[src/rtl/mem_rr_arbiter3.sv]
// Three-port memory bus arbiter (0=instr, 1=data, 2=DMA): round-robin with
// optional per-port bus lock, registered downstream cycle, and no-ack watchdog.
module mem_rr_arbiter3 #(
  parameter int unsigned NUM_PORTS = 3,
  parameter int unsigned TIMEOUT   = 255,
  parameter int unsigned CNT_W     = 16
) (
  input  logic                    clk,
  input  logic                    reset,
  input  logic [NUM_PORTS*19-1:0] m_addr,
  input  logic [NUM_PORTS*16-1:0] m_data_out,
  output logic [NUM_PORTS*16-1:0] m_data_in,
  input  logic [NUM_PORTS-1:0]    m_access,
  input  logic [NUM_PORTS-1:0]    m_wr_en,
  input  logic [NUM_PORTS*2-1:0]  m_bytesel,
  input  logic [NUM_PORTS-1:0]    m_lock,
  output logic [NUM_PORTS-1:0]    m_ack,
  output logic [NUM_PORTS-1:0]    m_err,
  output logic [18:0]             q_m_addr,
  output logic [15:0]             q_m_data_out,
  input  logic [15:0]             q_m_data_in,
  output logic                    q_m_access,
  input  logic                    q_m_ack,
  output logic                    q_m_wr_en,
  output logic [1:0]              q_m_bytesel,
  output logic                    q_b,
  output logic [1:0]              grant_id
);

  localparam int unsigned AW = 19;
  localparam int unsigned DW = 16;
  localparam int unsigned BW = 2;
  localparam int unsigned PW = 2;
  localparam logic [CNT_W-1:0] WDOG_LAST = CNT_W'(TIMEOUT - 1);

  typedef enum logic [1:0] {
    S_IDLE    = 2'd0,
    S_ACTIVE  = 2'd1,
    S_RELEASE = 2'd2
  } state_t;

  state_t                  state, state_nxt;
  logic [PW-1:0]           rr_ptr, rr_nxt;
  logic [PW-1:0]           grant_nxt;
  logic                    locked, locked_nxt;
  logic [CNT_W-1:0]        wdog, wdog_nxt;
  logic [AW-1:0]           addr_nxt;
  logic [DW-1:0]           dout_nxt;
  logic                    access_nxt;
  logic                    wr_nxt;
  logic [BW-1:0]           bs_nxt;
  logic [NUM_PORTS*DW-1:0] din_nxt;
  logic [NUM_PORTS-1:0]    ack_nxt;
  logic [NUM_PORTS-1:0]    err_nxt;
  logic                    qb_nxt;

  logic                    arb_found;
  logic [PW-1:0]           arb_win;
  logic [PW-1:0]           cand;
  logic [AW-1:0]           sel_addr;
  logic [DW-1:0]           sel_dout;
  logic                    sel_wr;
  logic [BW-1:0]           sel_bs;
  logic                    resp_valid;
  logic [DW-1:0]           resp_data;

  function automatic logic [PW-1:0] next_port(input logic [PW-1:0] p);
    return (p == PW'(NUM_PORTS - 1)) ? '0 : p + PW'(1);
  endfunction

  // Winner: a locked owner that is still requesting, else first requester from rr_ptr
  always_comb begin
    arb_found = 1'b0;
    arb_win   = rr_ptr;
    cand      = rr_ptr;
    if (locked && m_access[grant_id]) begin
      arb_found = 1'b1;
      arb_win   = grant_id;
    end else begin
      for (int unsigned k = 0; k < NUM_PORTS; k++) begin
        if (!arb_found && m_access[cand]) begin
          arb_found = 1'b1;
          arb_win   = cand;
        end
        cand = next_port(cand);
      end
    end
  end

  // Request fields of the winning port
  always_comb begin
    sel_addr = '0;
    sel_dout = '0;
    sel_wr   = 1'b0;
    sel_bs   = '0;
    for (int unsigned i = 0; i < NUM_PORTS; i++) begin
      if (arb_win == PW'(i)) begin
        sel_addr = m_addr[i*AW +: AW];
        sel_dout = m_data_out[i*DW +: DW];
        sel_wr   = m_wr_en[i];
        sel_bs   = m_bytesel[i*BW +: BW];
      end
    end
  end

  // Next-state and registered-output logic
  always_comb begin
    state_nxt  = state;
    rr_nxt     = rr_ptr;
    grant_nxt  = grant_id;
    locked_nxt = locked;
    wdog_nxt   = wdog;
    addr_nxt   = q_m_addr;
    dout_nxt   = q_m_data_out;
    access_nxt = q_m_access;
    wr_nxt     = q_m_wr_en;
    bs_nxt     = q_m_bytesel;
    din_nxt    = m_data_in;
    ack_nxt    = '0;
    err_nxt    = '0;
    qb_nxt     = 1'b0;
    resp_valid = 1'b0;
    resp_data  = '0;

    case (state)
      S_IDLE: begin
        if (locked && !m_access[grant_id]) begin
          locked_nxt = 1'b0;
        end
        if (arb_found) begin
          grant_nxt  = arb_win;
          addr_nxt   = sel_addr;
          dout_nxt   = sel_dout;
          wr_nxt     = sel_wr;
          bs_nxt     = sel_bs;
          access_nxt = 1'b1;
          wdog_nxt   = '0;
          state_nxt  = S_ACTIVE;
        end
      end

      S_ACTIVE: begin
        // A real ack on the watchdog's last cycle takes priority over the abort
        if (q_m_ack || (wdog == WDOG_LAST)) begin
          resp_valid        = 1'b1;
          resp_data         = q_m_ack ? q_m_data_in : '1;
          ack_nxt[grant_id] = 1'b1;
          err_nxt[grant_id] = !q_m_ack;
          access_nxt        = 1'b0;
          rr_nxt            = next_port(grant_id);
          locked_nxt        = q_m_ack && m_lock[grant_id];
          state_nxt         = S_RELEASE;
        end else begin
          wdog_nxt = wdog + CNT_W'(1);
        end
      end

      S_RELEASE: begin
        state_nxt = S_IDLE;
      end

      default: begin
        state_nxt = S_IDLE;
      end
    endcase

    for (int unsigned i = 0; i < NUM_PORTS; i++) begin
      if (resp_valid && (grant_id == PW'(i))) begin
        din_nxt[i*DW +: DW] = resp_data;
      end
    end

    qb_nxt = (state_nxt != S_IDLE);
  end

  // State and output registers
  always_ff @(posedge clk) begin
    if (reset) begin
      state        <= S_IDLE;
      rr_ptr       <= '0;
      grant_id     <= '0;
      locked       <= 1'b0;
      wdog         <= '0;
      q_m_addr     <= '0;
      q_m_data_out <= '0;
      q_m_access   <= 1'b0;
      q_m_wr_en    <= 1'b0;
      q_m_bytesel  <= '0;
      m_data_in    <= '0;
      m_ack        <= '0;
      m_err        <= '0;
      q_b          <= 1'b0;
    end else begin
      state        <= state_nxt;
      rr_ptr       <= rr_nxt;
      grant_id     <= grant_nxt;
      locked       <= locked_nxt;
      wdog         <= wdog_nxt;
      q_m_addr     <= addr_nxt;
      q_m_data_out <= dout_nxt;
      q_m_access   <= access_nxt;
      q_m_wr_en    <= wr_nxt;
      q_m_bytesel  <= bs_nxt;
      m_data_in    <= din_nxt;
      m_ack        <= ack_nxt;
      m_err        <= err_nxt;
      q_b          <= qb_nxt;
    end
  end

endmodule

[config.mk]
export PLATFORM = sky130hd
export DESIGN_NAME = mem_rr_arbiter3
export DESIGN_NICKNAME = d
export VERILOG_FILES = /design/src/rtl/mem_rr_arbiter3.sv
export SDC_FILE = /design/constraint.sdc
export NUM_CORES = 1
export LEC_CHECK = 0
export ABC_AREA = 1
export CAP_MARGIN = 5
export CORE_MARGIN = 1.5
export CORE_UTILIZATION = 50
export CTS_CLUSTER_DIAMETER = 150
export DETAILED_ROUTE_END_ITERATION = 10
export DONT_BUFFER_PORTS = 1
export GPL_TIMING_DRIVEN = 0
export PLACE_DENSITY_LB_ADDON = 0.12
export SETUP_SLACK_MARGIN = 0.05
export SLEW_MARGIN = 20
export SYNTH_ARGS = -nofsm -noshare
export SYNTH_HDL_FRONTEND = slang
export SYNTH_SLANG_ARGS = --single-unit
[constraint.sdc]
create_clock -name clk -period 1.9 [get_ports clk]
set_clock_uncertainty 0.15 [all_clocks]
set_input_delay 0.57 -clock clk [delete_from_list [all_inputs] [get_ports clk]]
set_output_delay 0.57 -clock clk [all_outputs]
set_load 0.1 [all_outputs]
==> impl_results.md, run 1 <==
* Status: complete, but fails checks
* Failing checks: setup timing
* Synth unique cells at 35
* Placed cell count at 1,026
* Clk Tree Root Cell: clkbuf_16
* Avg Vias per Cell at 5.47
* Worst-path clk slew at 0.06 ns
* FF-to-FF path depth at 14
* Critical Path RT at 2.06 ns
* Number of synthesized flops with an enable pin at 0
* Synth top area cells: dfxtp_1 (38%), nand2_1 (15%), inv_1 (7.7%)
* CP Class: reg2reg
* Achievable Freq at 0.445 GHz
* Mapped cell area at 6120 um2
* Hold path cells at 1
* Final hold violation count at 0
* CTS sink cnt at 117
* Pwr per Cell Area at 1270 nW/um2
* R2r setup slk at -0.35 ns
* Tcrit/Tclk final at 118%
* VDD IR max at 784 uV
* RSZ-0062 raised after global routing: yes
* Syn Nets at 1,020
* DR pass1 iterations at 5
* CORE AREA at 12,000 um2
* Synth Warn # at 0
* Worst setup EP type: flip-flop
* Initial Utilization at 51.2%
* Gate Count Post-Synth at 879
* Vias in the first global route at 5,681
* Gp weighted congestion at 0.914
* Fin cells at 1,116
* Vias at 6,099
* Io pins at 235
* Least-Margin Pin Slew at 0.807 ns
* Die Ht at 114 um
* Worst-Skew Late Latency at 0.42 ns
* DRT iter0 DRCs at 337
* Pin count of the biggest net entering global routing at 17
* DRT Wirelength at 19.0 mm
* Final WS setup at -0.349 ns
* Num CTS Buffers at 17
* Num rows at 40
* Post-synth top area cell: dfxtp_1
* Hold Crit Class: in2reg
* GRT Resource Usage Total at 27.0%
* Critical path fanouts, max at 8
* CTS tree: yes
* MaxCap Viol Count at 0
* Leak pwr at 3.71 nW
* Grt total ovfl at 0
* HPWL Detailed at 12.4 mm
* Worst r2r dst: q_m_addr[4]
* Share of cells above drive strength 1 at 45.9%
* Asr flop ratio synth at 0%
* First-pass GRT wire length at 27.6 mm
* Min-delay src: q_m_ack
* Routed len/inst at 17.0 um
* Flops & latches, synth at 117
* Critical path arrival at 2.41 ns
* Max_slew headroom at 46.2%
* Endpoint of the worst hold path: m_err[2]
* PortBufs at 0
* Final setup vio count at 67
* Die area at 12,900 um2
* Synth Flop Type: dfxtp_1
* Yosys top cell area share at 38.2%
* Layout net count at 1,097
* Layout Area Growth over Synthesis at 38.4%
* Diodes inserted at 0
* Die width at 114 um
* Syn avg cell area at 6.97 um2
* Min Tclk post-route at 2.25 ns
* Worst r2r src: grant_id[1]
* CTS Buffer Depth at 2
* H-tree levels at 4
* Initial antenna violation count at 0
* Max Slew Vio Count at 0
* Min Hold Slack at 0.0648 ns
* Startpoint Class: flip-flop
* Residual DRC count at 0
* Antenna Violating Nets Remaining at 0
* Sequential fraction of the synthesis area at 38.2%
## worst max path at each step
| stage | to | startpoint |
|---|---|---|
| 2_1_floorplan | q_m_addr[0] | m_access[0] |
| 3_3_place_gp | q_m_data_out[9] | grant_id[1] |
| 3_5_place_dp | q_m_data_out[9] | grant_id[0] |
| 4_1_cts | q_m_addr[4] | grant_id[1] |
| 5_1_grt | q_m_addr[4] | grant_id[1] |
| 6_report | q_m_addr[4] | grant_id[1] |
## where the power goes
group	internal (mW)	switching (mW)	leakage [nW]
sequential	2.79	2.13	0.999
clock	1.96	1.28	0.294
combinational	1.15	1.47	2.42
total	5.90	4.88	3.71
## layout make-up
class	count	area, um2
sequential	117	2480
clock inverter	15	166
clock buffer	17	425
buffer	48	534
inverter	130	527
timing repair buffer	58	587
fill	925	3490
tap	147	184
multi-input combinational	584	3570
## cells in the final DEF, fill, tap and decap left out, drive strengths merged
| cell | Yosys | final |
|---|---|---|
| xor2 | 6 | 6 |
| nand2 | 244 | 244 |
| buf | 33 | 93 |
| o21ai | 63 | 63 |
| nand3b | 3 | 3 |
| o31ai | 1 | 1 |
| bufinv | 0 | 2 |
| clkinv | 0 | 6 |
| o22ai | 2 | 2 |
| nor2 | 54 | 54 |
| nor3 | 11 | 11 |
| nand4 | 10 | 10 |
| ha | 2 | 2 |
| nand3 | 90 | 90 |
| inv | 130 | 137 |
| o2111ai | 1 | 1 |
| nor4 | 1 | 1 |
| dfxtp | 117 | 117 |
| a22oi | 1 | 1 |
| clkbuf | 15 | 30 |
| o311ai | 1 | 1 |
| a21oi | 94 | 94 |
## cells in the mapped netlist, types with 6 or more instances
cell,instances
dfxtp_1,117
inv_1,126
clkbuf_1,15
buf_6,9
nand2_1,237
o21ai_0,52
xor2_1,6
a21oi_1,92
nor3_1,11
buf_4,9
nand4_1,10
nor2_1,49
buf_2,11
nand3_2,45
nand3_1,44
o21ai_1,11
## per-stage QoR
| stage | instance area (um2) | power (mW) | setup TNS (ns) | setup slack, ns | util [%] |
|---|---|---|---|---|---|
| after floorplan | 6200 | 6.32 | -2.91 | -0.0944 | - |
| after global placement | 6390 | 6.70 | -36.34 | -0.497 | 53.4 |
| after detailed placement | 6390 | 6.76 | -38.45 | -0.504 | 53.4 |
| after CTS | 7790 | 10.5 | -15.66 | -0.284 | 65.2 |
| after global routing | 8470 | 11.2 | -25.20 | -0.426 | 70.8 |
| final | 8470 | 10.8 | -16.62 | -0.349 | 70.8 |
## state kept, by name, summed over array words and instances, names as in the netlist, 2 cells and up
| signal | flops |
|---|---|
| grant_id | 2 |
| m_ack | 3 |
| m_data_in | 48 |
| m_err | 3 |
| q_m_addr | 19 |
| q_m_bytesel | 2 |
| q_m_data_out | 16 |
| rr_ptr | 2 |
| state | 2 |
| wdog | 16 |
## kinds of logic (layout without fill, tap and decap cells)
| kind of cell | Yosys count | in the layout | share of synthesized area [%] |
|---|---|---|---|
| flops | 117 | 117 | 38.2 |
| xor+xnor | 6 | 6 | 0.858 |
| compound gates | 163 | 163 | 13.9 |
| fa+ha+maj | 2 | 2 | 0.409 |
| buf+inv | 178 | 268 | 13.6 |
| simple gates | 413 | 413 | 33.0 |
## per-layer routing
layer	wire length, um	GRT usage (%)	vias to the layer above
met5	0	0	-
met4	221	8.33	0
met3	1610	10.9	21
met2	9800	47.1	246
met1	7370	30.1	2864
li1	-	-	2968
## repair_timing
item	in CTS	in global routing
buffers inserted	31	15
hold buffers	0	0
gates resized for setup	229	177
cloned	8	4
pin swaps	28	32
setup endpoints to repair	206	118
## worst max-delay path, stage by stage, from the launching register on
cell     delay, ns
dfxtp_4       0.61
inv_4         0.07
nor2_4        0.15
nand2_2       0.07
nand3_2       0.10
nand2_4       0.09
nand2_2       0.07
inv_2         0.05
nand2_4       0.07
nand2_8       0.09
nor2_8        0.25
buf_6         0.17
a21oi_1       0.07
nand2_1       0.08
nand2_1       0.05
No activity file was read; power rests on OpenSTA's default activity.
==> run 2, diff against run 1 <==
- ABC_CLOCK_PERIOD_IN_PS: unset -> 1900
- CORE_UTILIZATION: 50 -> 58
==> impl_results.md, run 2 (synthesis gave the netlist of run 1 again) <==
* CTS Buffer Depth at 2 (unchanged)
* DRT Wirelength at 22.2 mm (+17%)
* CTS tree: yes
* Most frequent cells in the layout: nand2_1 (216), inv_1 (115), dfxtp_4 (97)
* Combinational share of power at 25.1% (+0.8 points)
* Achievable Freq at 0.436 GHz (-1.9%)
* Vias at 6,657 (+9.1%)
* Critical path fanouts, max at 5 (-3)
* Reg power frac at 44.6% (-1.1 points)
* Critical path arrival at 2.61 ns (+0.20 ns)
* Startpoint Class: flip-flop
* FF-to-FF path depth at 13 (-1)
* Num rows at 37 (-7.5%)
* Pin count of the biggest net entering global routing at 17 (unchanged)
* Die Ht at 106 um (-7.0%)
* Int Power at 6.10 mW (+3.4%)
* Pwr per Cell Area at 1280 nW/um2 (+0.72%)
* Min Hold Slack at 0.0560 ns (-0.00876 ns)
* Placed cell count at 1,015 (-1.1%)
* Vias in the first global route at 6,704 (+18%)
* Tcrit/Tclk final at 121% (+2.3 points)
* Worst-Skew Late Latency at 0.53 ns (+0.11 ns)
* Setup_tns at -17.78 ns (-1.16 ns)
* Antenna Violating Nets Remaining at 0 (unchanged)
* Hold Crit Class: in2reg
* Hold path cells at 2 (+1)
* Most common cell after layout, fill and taps aside: nand2_1
* Worst setup EP type: flip-flop
* Biggest register: m_data_in
* Placed instance area at 6370 um2 (-0.22%)
* Setup slack after placement at -0.556 ns (-0.0521 ns)
* Critical path startpoint: grant_id[1]
* Layout Area Growth over Synthesis at 41.4%
* Max FFs per register at 48 (unchanged)
* Max_slew headroom at 46.4% (+0.16 points)
* Least-Margin Pin Slew at 0.805 ns (-0.00234 ns)
* Layout net count at 1,091 (-0.55%)
* Grt total ovfl at 0 (unchanged)
* DRT iter0 DRCs at 624 (+85%)
* VDD IR max at 974 uV (+24%)
* CTS sink cnt at 117 (unchanged)
* Leak pwr at 3.74 nW (+0.76%)
* PortBufs at 0 (unchanged)
* First-pass GRT wire length at 32.7 mm (+18%)
* H-tree levels at 4 (unchanged)
* Sw Pwr at 4.99 mW (+2.4%)
* GRT Resource Usage Total at 37.3% (+10 points)
* Initial Utilization at 59.6% (+8.4 points)
* Gp weighted congestion at 0.959 (+4.9%)
* DR pass1 iterations at 5 (unchanged)
* Worst r2r src: grant_id[1]
* Die area at 11,200 um2 (-13%)
* Clk Tree Root Cell: clkbuf_8
* Io pins at 235 (unchanged)
* Critical Path RT at 2.22 ns (+0.16 ns)
* Num CTS Buffers at 17 (unchanged)
* Initial antenna violation count at 0 (unchanged)
* Top flop regs: m_data_in: 48 flops, q_m_addr: 19 flops
* HPWL Detailed at 12.4 mm (+0.20%)
* Failing checks: setup timing
* Final design utilization at 84.3% (+13 points)
* Final setup vio count at 91 (+36%)
* Min Tclk post-route at 2.29 ns (+0.0433 ns)
* Status: complete, but fails checks
* Diodes inserted at 0 (unchanged)
* Die width at 106 um (-7.0%)
* Residual DRC count at 0 (unchanged)
* MaxCap Viol Count at 0 (unchanged)
* Fin cells at 1,099 (-1.5%)
* RSZ-0062 raised after global routing: yes
* Pwr Total at 11.1 mW (+3.0%)
* Avg Vias per Cell at 6.06 (+11%)
* Min-delay src: q_m_ack
* Max Slew Vio Count at 0 (unchanged)
* Post-route cell area at 8660 um2 (+2.2%)
* Final WS setup at -0.392 ns (-0.0433 ns)
* CP Class: reg2reg
* Clk pwr share at 30.3% (+0.3 points)
* Share of cells above drive strength 1 at 41.8% (-4.1 points)
* Worst-path clk slew at 0.06 ns (about the same)
* Final hold violation count at 0 (unchanged)
* CORE AREA at 10,300 um2 (-14%)
* Routed len/inst at 20.2 um (+18%)
* Sw frac at 45.0% (-0.23 points)
run 2: worst paths after layout:
| path | endpoint | slack (ns) |
|---|---|---|
| min | locked | 0.06 |
| max | q_m_data_out[14] | -0.39 |
| max reg2reg | q_m_data_out[14] | -0.39 |
| min reg2reg | wdog[15] | 0.35 |
run 2: worst max-delay path, cell delays in order (launching register included):
cell and delay (ns):
dfxtp_4 0.61, inv_4 0.07, nor2_4 0.12, nand2_2 0.07, nand3_4 0.11, nand2_8 0.08, o2111ai_4 0.09, nand2_4 0.12
nor2_4 0.17, clkinv_4 0.15, buf_8 0.17, a21oi_1 0.17, nand2_1 0.09, nand2_1 0.06
run 2: power by group through the flow:
stage	Sequential (mW)	Combinational, mW	Clock, mW
after global placement	4.89	1.80	0
final	4.95	2.78	3.36
after global routing	4.97	2.96	3.47
after detailed placement	4.89	1.86	0
after CTS	4.93	2.45	3.31
after floorplan	4.82	1.50	0
run 2: area by class of cell:
class | count | area [um2]
plain buffers | 48 | 552
clock buffers | 18 | 439
clock inverters | 14 | 174
fillers | 568 | 1620
inverters | 130 | 522
multi-input cells | 584 | 3460
flip-flops and latches | 117 | 2710
well taps | 136 | 170
repair buffers | 52 | 632
run 2: what timing repair did:
action / 4_1_cts / 5_1_grt
hold buffers: 1 / 0
buffers inserted: 27 / 5
resized for setup: 386 / 47
endpoints found under the setup margin: 205 / 117
cloned: 16 / 3
endpoints found under the hold margin: 3 / 0
pin swaps: 32 / 23
run 2: per-layer routing:
metal  part of all wire [%]  up-vias  track usage [%]
met1                     36     3117             40.4
met5                      0        -                0
met4                    4.6        0             19.2
met2                     49      469             63.9
met3                     10      121             13.5
li1                       -     2950                -
